[src/rtl/cntry_car_sensor.sv]
// Country-road vehicle detector: synchronises and debounces the loop input, queues cars.
// Optional stuck-sensor fail-safe is enabled with `define CNTRY_SENSOR_STUCK_EN.
module cntry_car_sensor #(
    parameter int DEBOUNCE      = 4,
    parameter int DEPART_CYCLES = 3,
    parameter int CNT_W         = 4,
    parameter int STUCK_CYCLES  = 64
) (
    input  logic             clk,
    input  logic             clear,
    input  logic             raw_sense,
    input  logic [1:0]       cntry,
    output logic             x,
    output logic [CNT_W-1:0] car_count,
    output logic             overflow,
    output logic             stuck
);

    localparam logic [1:0] EMPTY     = 2'd0;
    localparam logic [1:0] ARMING    = 2'd1;
    localparam logic [1:0] OCCUPIED  = 2'd2;
    localparam logic [1:0] RELEASING = 2'd3;

    localparam logic [1:0] GREEN = 2'd2;

    localparam int SW = $clog2(DEBOUNCE + 1);
    localparam int DW = $clog2(DEPART_CYCLES + 1);

    localparam logic [SW-1:0]    DEB_V    = SW'(DEBOUNCE);
    localparam logic [SW-1:0]    ONE_V    = SW'(1);
    localparam logic [DW-1:0]    DEP_LAST = DW'(DEPART_CYCLES - 1);
    localparam logic [CNT_W-1:0] CNT_MAX  = '1;

    logic             s1;
    logic             s2;
    logic [1:0]       state;
    logic [1:0]       state_nxt;
    logic [SW-1:0]    stable_cnt;
    logic [SW-1:0]    stable_nxt;
    logic [DW-1:0]    dep_cnt;
    logic [DW-1:0]    dep_nxt;
    logic [CNT_W-1:0] cnt_nxt;
    logic             ovf_nxt;
    logic             stuck_nxt;
    logic             arrive;
    logic             depart;
    logic             green;
    logic             queued;

    always_comb begin
        state_nxt  = state;
        stable_nxt = stable_cnt;
        arrive     = 1'b0;
        unique case (state)
            EMPTY: begin
                if (s2) begin
                    state_nxt  = ARMING;
                    stable_nxt = ONE_V;
                end
            end
            ARMING: begin
                if (stable_cnt == DEB_V) begin
                    state_nxt = OCCUPIED;
                    arrive    = 1'b1;
                end else if (!s2) begin
                    state_nxt = EMPTY;
                end else begin
                    stable_nxt = stable_cnt + 1'b1;
                end
            end
            OCCUPIED: begin
                if (!s2) begin
                    state_nxt  = RELEASING;
                    stable_nxt = ONE_V;
                end
            end
            RELEASING: begin
                if (stable_cnt == DEB_V) begin
                    state_nxt = EMPTY;
                end else if (s2) begin
                    state_nxt = OCCUPIED;
                end else begin
                    stable_nxt = stable_cnt + 1'b1;
                end
            end
            default: state_nxt = EMPTY;
        endcase
    end

    // Partial GREEN progress is dropped whenever the light leaves GREEN.
    assign green  = (cntry == GREEN);
    assign queued = (car_count != '0);
    assign depart = green && queued && (dep_cnt == DEP_LAST);

    always_comb begin
        dep_nxt = '0;
        if (green && queued && !depart) begin
            dep_nxt = dep_cnt + 1'b1;
        end
    end

    always_comb begin
        cnt_nxt = car_count;
        ovf_nxt = overflow;
        unique case (1'b1)
            (arrive && !depart): begin
                if (car_count == CNT_MAX) begin
                    ovf_nxt = 1'b1;
                end else begin
                    cnt_nxt = car_count + 1'b1;
                end
            end
            (depart && !arrive): cnt_nxt = car_count - 1'b1;
            default: ;
        endcase
    end

`ifdef CNTRY_SENSOR_STUCK_EN
    localparam int OW = $clog2(STUCK_CYCLES + 1);
    localparam logic [OW-1:0] STK_V = OW'(STUCK_CYCLES);

    logic [OW-1:0] occ_cnt;
    logic [OW-1:0] occ_nxt;

    always_comb begin
        occ_nxt = '0;
        if (state == OCCUPIED || state == RELEASING) begin
            occ_nxt = (occ_cnt == STK_V) ? occ_cnt : occ_cnt + 1'b1;
        end
    end

    assign stuck_nxt = stuck | (occ_nxt == STK_V);

    always_ff @(posedge clk) begin
        if (!clear) begin
            occ_cnt <= '0;
        end else begin
            occ_cnt <= occ_nxt;
        end
    end
`else
    localparam int STUCK_UNUSED = STUCK_CYCLES;

    assign stuck_nxt = 1'b0;
`endif

    always_ff @(posedge clk) begin
        if (!clear) begin
            s1         <= 1'b0;
            s2         <= 1'b0;
            state      <= EMPTY;
            stable_cnt <= '0;
            dep_cnt    <= '0;
            car_count  <= '0;
            overflow   <= 1'b0;
            stuck      <= 1'b0;
            x          <= 1'b0;
        end else begin
            s1         <= raw_sense;
            s2         <= s1;
            state      <= state_nxt;
            stable_cnt <= stable_nxt;
            dep_cnt    <= dep_nxt;
            car_count  <= cnt_nxt;
            overflow   <= ovf_nxt;
            stuck      <= stuck_nxt;
            x          <= (cnt_nxt != '0) | stuck_nxt;
        end
    end

endmodule
[config.mk]
export PLATFORM = sky130hd
export DESIGN_NAME = cntry_car_sensor
export DESIGN_NICKNAME = d
export VERILOG_FILES = /design/src/rtl/cntry_car_sensor.sv
export SDC_FILE = /design/constraint.sdc
export NUM_CORES = 1
export LEC_CHECK = 0
export ABC_AREA = 1
export BUFFER_PORTS_ARGS = -buffer_cell sky130_fd_sc_hd__clkbuf_2
export CELL_PAD_IN_SITES_DETAIL_PLACEMENT = 1
export CELL_PAD_IN_SITES_GLOBAL_PLACEMENT = 2
export CORE_MARGIN = 1.5
export CORE_UTILIZATION = 30
export DETAILED_ROUTE_END_ITERATION = 10
export PLACE_DENSITY_LB_ADDON = 0.1
export SYNTH_ARGS = -nofsm -noshare
export SYNTH_HDL_FRONTEND = slang
export SYNTH_SLANG_ARGS = --single-unit
[constraint.sdc]
create_clock -name clk -period 2.35 [get_ports clk]
set_input_delay 0.1175 -clock clk [delete_from_list [all_inputs] [get_ports clk]]
set_output_delay 0.1175 -clock clk [all_outputs]
set_load 0.01 [all_outputs]
==> results of run 1 <==
-- where the power goes --
group	internal [mW]	switching [mW]	total [mW]
logic	0.00745	0.0109	0.0184
clock network	0.0633	0.0913	0.155
registers	0.258	0.00220	0.260
total	0.329	0.104	0.433
-- worst max-delay path by stage --
stage                 start  endpoint  slack [ns]  depth (start not counted)
2_1_floorplan  car_count[0]         x        0.45                         15
3_3_place_gp   car_count[2]         x        0.27                         14
3_5_place_dp   car_count[2]         x        0.26                         14
4_1_cts        car_count[2]         x        0.25                         14
5_1_grt        car_count[2]         x       0.002                         14
6_report       car_count[2]         x        0.32                         14
-- registers in the layout (all words and copies together) (netlist names) --
name,cells
car_count,4
dep_cnt,2
overflow,1
s1,1
s2,1
stable_cnt,3
state,2
x,1
-- per-stage QoR --
| step | power, mW | worst slack (ns) | cells | instance area, µm² | util |
|---|---|---|---|---|---|
| 2_1_floorplan | 0.277 | 0.451 | 112 | 802 | - |
| 3_3_place_gp | 0.283 | 0.268 | 154 | 901 | 0.360 |
| 3_5_place_dp | 0.284 | 0.264 | 154 | 901 | 0.360 |
| 4_1_cts | 0.445 | 0.248 | 159 | 938 | 0.375 |
| 5_1_grt | 0.460 | 0.00227 | 159 | 938 | 0.375 |
| 6_report | 0.433 | 0.317 | 159 | 938 | 0.375 |
-- repair_timing --
action                    4_1_cts  5_1_grt
hold endpoints to repair        1        0
hold buffers                    1        0
gates resized for setup         0        0
-- cell type report --
type	count	area, µm²	area share
Clock buffer	3	22.5	0.0240
Clock inverter	1	5.00	0.00533
Inverter	19	71.3	0.0760
Multi-Input combinational cell	76	412	0.439
Sequential cell	15	300	0.320
Tap cell	30	37.5	0.0400
Timing Repair Buffer	15	90.1	0.0960
-- worst min-delay path, stage by stage --
cell and delay [ns]:
clkbuf_2 0.12, nand2_1 0.06, inv_1 0.03
-- cell usage in the layout, fill, tap and decap left out, types with 2 or more instances in the layout --
cell | netlist | layout
dfxtp_1 | 15 | 15
xor2_1 | 2 | 2
a21oi_1 | 6 | 6
nand4_1 | 2 | 2
nor2_1 | 14 | 14
nand3_1 | 10 | 10
inv_1 | 18 | 18
clkbuf_4 | 0 | 3
buf_4 | 1 | 4
nand2_1 | 27 | 27
clkbuf_2 | 0 | 10
ha_1 | 7 | 7
-- logic make-up after synthesis --
kind of cell               synth area share
AOI/OAI and AO/OA                    0.0827
xor gates and xnor gates             0.0218
adders and majority gates             0.109
buffers and inverters                 0.112
DFF                                   0.374
other                               0.00468
and+or+nand+nor                       0.295
-- per-layer routing --
metal  GRT usage  share of wire
met3      0.0246          0.026
met5           0              0
met4      0.0875          0.017
met2       0.224           0.44
met1       0.197           0.52
-- cells in the mapped netlist, drive strengths merged --
cell type  instances  share of area
dfxtp             15           0.37
nand2             28           0.13
xor2               2          0.022
nand4              2          0.016
o211ai             1         0.0094
nor2              14          0.066
nand3             10          0.062
buf                2          0.023
a21oi              7          0.048
inv               19          0.089
or2                1         0.0078
conb               1         0.0047
a211oi             2          0.025
ha                 7           0.11
nand3b             1         0.0094
==> impl_metrics.csv, run 1 <==
group,metric,value,unit
cells_and_area,layout_overhead_on_the_synthesized_area,17.0,%
placement,place.detailed.hpwl,1440,µm
floorplan,initial_cell_density_of_the_core,0.321,
floorplan,die_h,54.7,µm
floorplan,core_area,2500,µm²
worst_setup_path,path_common_cell,"nand2_1",
power,powerDensity,462,nW/µm²
worst_setup_path,timing.reg2reg.setup_slack,0.32,ns
yosys,yosysWarningCount,0,
worst_setup_path,required,2.54,ns
clocking,ctsRootBufferMaster,"clkbuf_4",
detailed_routing,drt_iter0_drc,4,
yosys,synth_seq_cells,15,
detailed_routing,first_pass_iters,4,
placement,routabilityCongestion,0.722,
outcome,run_status,"completed",
cells_and_area,n_antenna_cell,0,
global_route,grt_antenna_before_repair,0,
worst_setup_path,delay_of_the_slowest_cell_on_the_worst_path,0.53,ns
worst_setup_path,timing.critical_path.to_type,"flop",
timing,grt_setup_unrepaired,"false",
worst_setup_path,reg_to_reg_endpoint,"x",
worst_hold_path,hp-start,"clear",
timing,final_period_minus_worst_setup_slack,2.03,ns
yosys,syn-num-nets,124,
clocking,postCtsSetupRepairBufs,0,
worst_setup_path,critical_path.reg2reg.startpoint,"car_count[2]",
timing,setup_viol_count_final,0,
timing,final_min_period_over_clock_period,0.865,
worst_setup_path,critical_path_arrival,2.22,ns
global_route,grt_start_max_net_pins,12,
yosys,synthesis.area_per_instance,7.16,µm²
global_route,grt_overflow_total,0,
cells_and_area,fill_cells,328,
cells_and_area,finish.net_count,142,
clocking,cts.sinks,15,
detailed_routing,wl_per_instance,11.3,µm
floorplan,ios,12,
worst_setup_path,path_max_fanout,11,
detailed_routing,avgViaCountPerCell,4.56,
timing,fin_skew,0.00735,ns
worst_setup_path,cp_cell_sequence,"inv_1, nand3_1, nand3b_1, nor2_1, inv_1, ha_1, nand4_1, nand2_1, nand2_1, nand2_1, nand2_2, nand2_1, nor2_1, nand2_1",
clocking,cts-root-to-sink-buffers,2,
detailed_routing,routed-via-count,725,
timing,timing.hold.ws,0.0697,ns
timing,slew_violations,0,
power,power.ir.vdd_worst,0.207,mV
timing,timing.final.hold_violations,0,
cells_and_area,drive_gt1_frac,0.171,
detailed_routing,drt_drc_violations_left,0,
flow_run,drv.max_cap_violation_count,0,
yosys,ys_seq_area_frac,0.374,
worst_hold_path,min-delay-path-class,"in2reg",
timing,max_freq,492,MHz
worst_setup_path,critPathKind,"reg2reg",
global_route,via_count_of_the_first_global_routing_pass,694,
worst_hold_path,holdPathStages,3,
worst_setup_path,worstRegToRegCells,14,
worst_setup_path,worst_setup_path_start_kind,"flop",
clocking,cts.clk_slew.worst_paths,0.10,ns
yosys,synthCells,112,
global_route,grtUsageTotal,0.149,
worst_hold_path,whs_endpoint,"s2",
clocking,cts_tree,"built",
timing,tns,0,ns
placement,port_buffers,10,
yosys,synth_area,802,µm²
worst_setup_path,worst_path_max_delay_cell,"dfxtp_1",
worst_setup_path,critPathBufInv,2,
floorplan,fp.dieArea,2990,µm²
floorplan,chipWidth,54.7,µm
power,power.leakage,0.461,nW
floorplan,std_cell_rows,18,
global_route,grt_pass1_wl,3050,µm
clocking,ctsHtreeMaxLevel,1,
detailed_routing,detail-route-antenna-nets,0,
clocking,cts-buffers-inserted,3,
clocking,clk-insertion-delay-late,0.29,ns
yosys,ys_types,20,
worst_setup_path,timing.critical_path.max_delay_family,"simple AND/OR/NAND/NOR gates",
detailed_routing,drt-total-wl,1800,µm
No activity file was read; power rests on OpenSTA's default activity.
==> run 2, diff against run 1 <==
--- a/config.mk
+++ b/config.mk
@@ -5,7 +5,6 @@
 export SDC_FILE = /design/constraint.sdc
 export NUM_CORES = 1
 export LEC_CHECK = 0
-export ABC_AREA = 1
 export BUFFER_PORTS_ARGS = -buffer_cell sky130_fd_sc_hd__clkbuf_2
 export CELL_PAD_IN_SITES_DETAIL_PLACEMENT = 1
 export CELL_PAD_IN_SITES_GLOBAL_PLACEMENT = 2
@@ -13,6 +12,7 @@
 export CORE_UTILIZATION = 30
 export DETAILED_ROUTE_END_ITERATION = 10
 export PLACE_DENSITY_LB_ADDON = 0.1
+export SLEW_MARGIN = 0
 export SYNTH_ARGS = -nofsm -noshare
 export SYNTH_HDL_FRONTEND = slang
 export SYNTH_SLANG_ARGS = --single-unit
==> run 2 against run 1 <==
Against the previous run:
- count of clock-buffer cells in the layout stayed put
- sequential cell count is the same
- register-to-register slack lost 0.18 ns
- highest routed layer unchanged
==> impl_metrics.csv, run 2 <==
group,metric,value,unit
outcome,run_status,"completed",
yosys,yosys.cell_count.top_type,"dfxtp_1",
yosys,number_of_flops_mapped_to_enable_cells_by_yosys,0,
global_route,grt_antenna_before_repair,0,
cells_and_area,stdcell_count,144,
floorplan,chipWidth,55.5,µm
worst_setup_path,delay_of_the_slowest_cell_on_the_worst_path,0.34,ns
worst_setup_path,cp_cell_sequence,"inv_1, ha_1, nor3b_2, nor3b_2, and2_4, inv_1, ha_4, and4b_1, o31a_1, nand4bb_1",
yosys,synth_top_area_cell,"dfxtp_1",
yosys,ys_async_sr_fraction,0,
global_route,grtUsageTotal,0.135,
detailed_routing,detail-route-antenna-nets,0,
yosys,synthCells,99,
global_route,via_count_of_the_first_global_routing_pass,750,
cells_and_area,largest_register_ffs,4,
yosys,synth_commonest_cells,"15 x dfxtp_1, 11 x inv_1, 10 x nor2_1",
yosys,synth_area_leaders,"dfxtp_1 36%, ha_1 11%, inv_1 5.0%",
timing,max_freq,452,MHz
timing,slew_violations,0,
worst_setup_path,critPathBufInv,2,
power,power.leakage,0.438,nW
global_route,grt_overflow_total,0,
detailed_routing,drt_iter0_drc,9,
cells_and_area,n_antenna_cell,0,
worst_setup_path,critical_path_arrival,2.38,ns
yosys,synth_area,827,µm²
clocking,cts-buffers-inserted,3,
floorplan,core_area,2540,µm²
cells_and_area,most_common_cell_after_layout_fill_and_taps_aside,"dfxtp_1",
clocking,hold_buffers,0,
floorplan,std_cell_rows,18,
clocking,cts.sinks,15,
cells_and_area,finish.net_count,127,
placement,place.detailed.hpwl,1420,µm
worst_setup_path,path_max_fanout,5,
timing,grt_setup_unrepaired,"false",
floorplan,fp.dieArea,3080,µm²
detailed_routing,avgViaCountPerCell,5.04,
timing,fin_skew,0.00632,ns
detailed_routing,drt_drc_violations_left,0,
worst_setup_path,worst_path_max_delay_cell,"dfxtp_2",
floorplan,die_h,55.5,µm
cells_and_area,finish.instance_area,1020,µm²
clocking,ctsHtreeMaxLevel,1,
placement,routabilityCongestion,0.785,
cells_and_area,regMostFlops,"car_count",
detailed_routing,first_pass_iters,4,
timing,setup_viol_count_final,0,
detailed_routing,drt-total-wl,1880,µm
cells_and_area,final_cell_mix,"13 x dfxtp_1, 11 x inv_1, 10 x clkbuf_2, 9 x nor2_1, 9 x nand2_1",
placement,placement.setup.worst_slack,-0.0835,ns
floorplan,initial_cell_density_of_the_core,0.325,
global_route,grt_pass1_wl,3370,µm
detailed_routing,routed-via-count,726,
placement,placed_cell_area,930,µm²
clocking,ctsRootBufferMaster,"clkbuf_4",
worst_setup_path,required,2.52,ns
timing,final_period_minus_worst_setup_slack,2.21,ns
clocking,cts_tree,"built",
clocking,cts-root-to-sink-buffers,2,
cells_and_area,drive_gt1_frac,0.298,
yosys,ys_types,37,
yosys,yosysWarningCount,0,
clocking,cts.clk_slew.worst_paths,0.10,ns
placement,numPlacedInstances,140,
worst_hold_path,min-delay-path-class,"in2reg",
cells_and_area,top_regs,"car_count: 4 flops, stable_cnt: 3 flops",
worst_setup_path,critPathKind,"reg2reg",
power,power.ir.vdd_worst,0.256,mV
yosys,synthFlopType,"dfxtp_1",
global_route,grt_start_max_net_pins,12,
yosys,area_share_of_the_largest_cell_type_after_synthesis,0.363,
yosys,synthesis.area_per_instance,8.35,µm²
timing,tns,0,ns
power,power.total,0.425,mW
clocking,postCtsSetupRepairBufs,0,
floorplan,ios,12,
timing,final_min_period_over_clock_period,0.941,
yosys,ys_seq_area_frac,0.363,
worst_setup_path,worst_setup_path_start_kind,"flop",
cells_and_area,layout_overhead_on_the_synthesized_area,22.8,%
worst_setup_path,timing.critical_path.to_type,"flop",
worst_setup_path,timing.critical_path.max_delay_family,"simple AND/OR/NAND/NOR gates",
yosys,syn-num-nets,111,
clocking,clk-insertion-delay-late,0.29,ns
yosys,synth_seq_cells,15,
cells_and_area,postLayoutCoreUtil,0.399,
placement,port_buffers,10,
timing,layout_setup_ws,0.139,ns
power,powerDensity,419,nW/µm²
detailed_routing,wl_per_instance,13.0,µm
flow_run,drv.max_cap_violation_count,0,
timing,timing.hold.ws,0.0328,ns
timing,timing.final.hold_violations,0,
[run 2: cell count changes after synthesis, moves of 2 or more]
cell / delta
a21oi_1: -2
o31ai_1: +2
nor3b_1: +3
inv_1: -7
nand3_1: -8
nand2_1: -18
o21ai_0: +4
and2_1: +3
nor2_1: -4
nand2b_1: +2
[run 2: cell type report]
type | count | area [µm²]
clock inverters | 1 | 5.00
fillers | 317 | 1530
well taps | 30 | 37.5
multi-input cells | 68 | 512
flip-flops and latches | 15 | 303
inverters | 11 | 41.3
clock buffers | 3 | 22.5
repair buffers | 16 | 95.1
[run 2: power by group]
group,internal (mW),switching (mW)
Sequential,0.257,0.00143
Combinational,0.00590,0.00928
Clock,0.0633,0.0886
[run 2: final timing paths]
path                                    from         end  slack (ns)  cells after the start
worst min register to register    dep_cnt[0]  dep_cnt[0]        0.42                      1
worst max-delay path            car_count[0]           x        0.14                     10
worst max register to register  car_count[0]           x        0.14                     10
worst min-delay path               raw_sense          s1        0.03                      2
[run 2: what timing repair did]
action / in CTS / in global routing
pin swaps: 2 / 2
setup endpoints to repair: 2 / 5
gates resized for setup: 1 / 10
hold endpoints to repair: 0 / 0
[run 2: kinds of logic after synthesis]
kind of cell               after synthesis  share of synthesized area
DFF                                     15                      0.363
xor gates and xnor gates                 1                     0.0106
muxes                                    1                     0.0121
buffers and inverters                   16                     0.0892
and+or+nand+nor                         41                      0.281
adders and majority gates                7                      0.106
AOI/OAI and AO/OA                       17                      0.133
other                                    1                    0.00453
[run 2: metal layers]
layer | wire [µm] | global-route usage | up-vias
met1 | 845 | 0.164 | 346
met3 | 42 | 0.0141 | 5
li1 | - | - | 364
met2 | 958 | 0.240 | 11
met4 | 32 | 0.0523 | 0
met5 | 0 | 0 | -
==> run 3, diff against run 2 <==
--- a/config.mk
+++ b/config.mk
@@ -9,7 +9,7 @@
 export CELL_PAD_IN_SITES_DETAIL_PLACEMENT = 1
 export CELL_PAD_IN_SITES_GLOBAL_PLACEMENT = 2
 export CORE_MARGIN = 1.5
-export CORE_UTILIZATION = 30
+export CORE_UTILIZATION = 32
 export DETAILED_ROUTE_END_ITERATION = 10
 export PLACE_DENSITY_LB_ADDON = 0.1
 export SLEW_MARGIN = 0
==> constraint.sdc (replaced) <==
create_clock -name clk -period 2.35 [get_ports clk]
set_input_delay 0.1175 -clock clk [delete_from_list [all_inputs] [get_ports clk]]
set_output_delay 0.1175 -clock clk [all_outputs]
set_load 0.05 [all_outputs]
==> run 3 against run 2 <==
Against the previous run:
- cell area rose by 1.8%
- wire length is 10% higher
- combinational power up 21%
- die area decreased by 5.9%
- via count grew 0.41%
- hold slack improved by 0.013 ns
- cell count grew 1.4%
- clock skew shrank 0.0050 ns
- global-route usage rose by 2.3 points
- sequential share of layout area down 0.057 points
==> impl_metrics.csv, run 3 (synthesis gave the netlist of run 2 again) <==
group,metric,value,unit
power,relative_contribution_of_combinational_cells_to_total_power,0.044,
global_route,grtUsageTotal,0.157,
worst_setup_path,cp_cell_sequence,"inv_1, ha_4, nor3b_2, nor3b_2, and2_4, inv_1, ha_2, nand2b_1, nor3_1, o31ai_1, buf_4, nand4bb_1",
clocking,ctsRootBufferMaster,"clkbuf_4",
worst_setup_path,critical_path_arrival,2.34,ns
timing,timing.hold.ws,0.0457,ns
power,clock_power_share,0.345,
floorplan,initial_cell_density_of_the_core,0.337,
detailed_routing,drt_iter0_drc,11,
detailed_routing,first_pass_iters,3,
floorplan,std_cell_rows,18,
power,p_int,0.326,mW
timing,final_period_minus_worst_setup_slack,2.18,ns
power,power.share.switching,0.222,
clocking,clk-insertion-delay-late,0.27,ns
clocking,cts_tree,"built",
detailed_routing,wl_per_instance,14.2,µm
timing,setup_viol_count_final,0,
worst_setup_path,critPathKind,"reg2reg",
floorplan,ios,12,
worst_setup_path,critPathBufInv,3,
cells_and_area,largest_register_ffs,4,
placement,routabilityCongestion,0.798,
power,seq_power_share,0.611,
cells_and_area,drive_gt1_frac,0.310,
global_route,via_count_of_the_first_global_routing_pass,733,
floorplan,fp.dieArea,2900,µm²
timing,fin_skew,0.00135,ns
detailed_routing,drt-total-wl,2070,µm
cells_and_area,stdcell_count,146,
floorplan,core_area,2450,µm²
cells_and_area,regMostFlops,"car_count",
power,power.total,0.419,mW
global_route,grt_antenna_before_repair,0,
cells_and_area,postLayoutCoreUtil,0.422,
timing,final_min_period_over_clock_period,0.929,
global_route,grt_start_max_net_pins,12,
cells_and_area,top_regs,"car_count: 4 flops, stable_cnt: 3 flops",
global_route,grt_overflow_total,0,
cells_and_area,n_antenna_cell,0,
clocking,cts.clk_slew.worst_paths,0.09,ns
detailed_routing,avgViaCountPerCell,4.99,
timing,tns,0,ns
worst_setup_path,worst_path_max_delay_cell,"dfxtp_4",
cells_and_area,layout_overhead_on_the_synthesized_area,25.1,%
global_route,grt_pass1_wl,3170,µm
placement,place.detailed.hpwl,1580,µm
timing,max_freq,458,MHz
placement,numPlacedInstances,142,
clocking,cts-root-to-sink-buffers,2,
worst_hold_path,min-delay-path-class,"in2reg",
clocking,cts-buffers-inserted,3,
power,power.ir.vdd_worst,0.323,mV
floorplan,chipWidth,53.8,µm
worst_setup_path,delay_of_the_slowest_cell_on_the_worst_path,0.36,ns
power,power.leakage,0.444,nW
outcome,run_status,"completed",
flow_run,drv.max_cap_violation_count,0,
timing,grt_setup_unrepaired,"false",
floorplan,die_h,53.8,µm
worst_setup_path,timing.critical_path.max_delay_family,"simple AND/OR/NAND/NOR gates",
power,powerDensity,405,nW/µm²
detailed_routing,drt_drc_violations_left,0,
cells_and_area,final_cell_mix,"13 x dfxtp_1, 10 x nor2_1, 10 x inv_1, 10 x clkbuf_2, 9 x nand2_1",
detailed_routing,detail-route-antenna-nets,0,
detailed_routing,routed-via-count,729,
timing,timing.final.hold_violations,0,
worst_setup_path,path_max_fanout,5,
worst_setup_path,required,2.50,ns
cells_and_area,most_common_cell_after_layout_fill_and_taps_aside,"dfxtp_1",
worst_setup_path,timing.critical_path.to_type,"flop",
cells_and_area,finish.net_count,129,
worst_setup_path,worst_setup_path_start_kind,"flop",
timing,slew_violations,0,
power,net-switching-power,0.0931,mW
clocking,cts.sinks,15,
placement,port_buffers,10,
clocking,ctsHtreeMaxLevel,1,
==> run 3: cell count changes in the layout (fill, tap and decap cells not counted), sizes merged <==
cell / before / now
buf: 6 / 8
clkbuf: 13 / 14
clkinv: 1 / 0
==> run 3: area by class of cell <==
type	count	area (µm²)
timing repair buffer	18	110
tap	30	37.5
multi-input combinational	68	512
inverter	11	41.3
clock buffer	4	26.3
fill	304	1420
sequential	15	308
==> run 3: path summary, 6_finish.rpt <==
check,slack (ns),endpoint,from,cells past startpoint
setup / recovery,0.17,x,car_count[1],12
hold / removal,0.05,s1,raw_sense,2
setup reg to reg,0.17,x,car_count[1],12
hold reg to reg,0.43,dep_cnt[0],dep_cnt[0],1
==> run 3: power by group through the flow <==
stage,sequential (mW),combinational (mW),clock (mW)
after floorplan,0.262,0.0136,0
after global placement,0.262,0.0177,0
after detailed placement,0.262,0.0184,0
after CTS,0.256,0.0187,0.156
after global routing,0.257,0.0205,0.164
final,0.256,0.0184,0.145
==> run 3: per-stage QoR <==
step	worst slack [ns]	area, µm²
after floorplan	0.00253	868
after global placement	0.0501	968
after detailed placement	-0.0360	968
after CTS	0.0424	1000
after global routing	0.0165	1030
final	0.167	1030
==> run 3: routing by layer <==
metal / wire length, µm / part of all wire / vias up / global-route usage
li1: - / - / 369 / -
met1: 920 / 0.45 / 351 / 0.172
met2: 1090 / 0.53 / 7 / 0.295
met3: 41 / 0.020 / 2 / 0.0333
met4: 10 / 0.0048 / 0 / 0.0513
met5: 0 / 0 / - / 0
==> run 3: timing repair <==
action                     4_1_cts  5_1_grt
hold buffers                     0        0
resized for setup                2        6
setup endpoints to repair        1        3
hold endpoints to repair         0        0
buffers inserted                 0        0
pin swaps                        0        0
cloned                           0        0
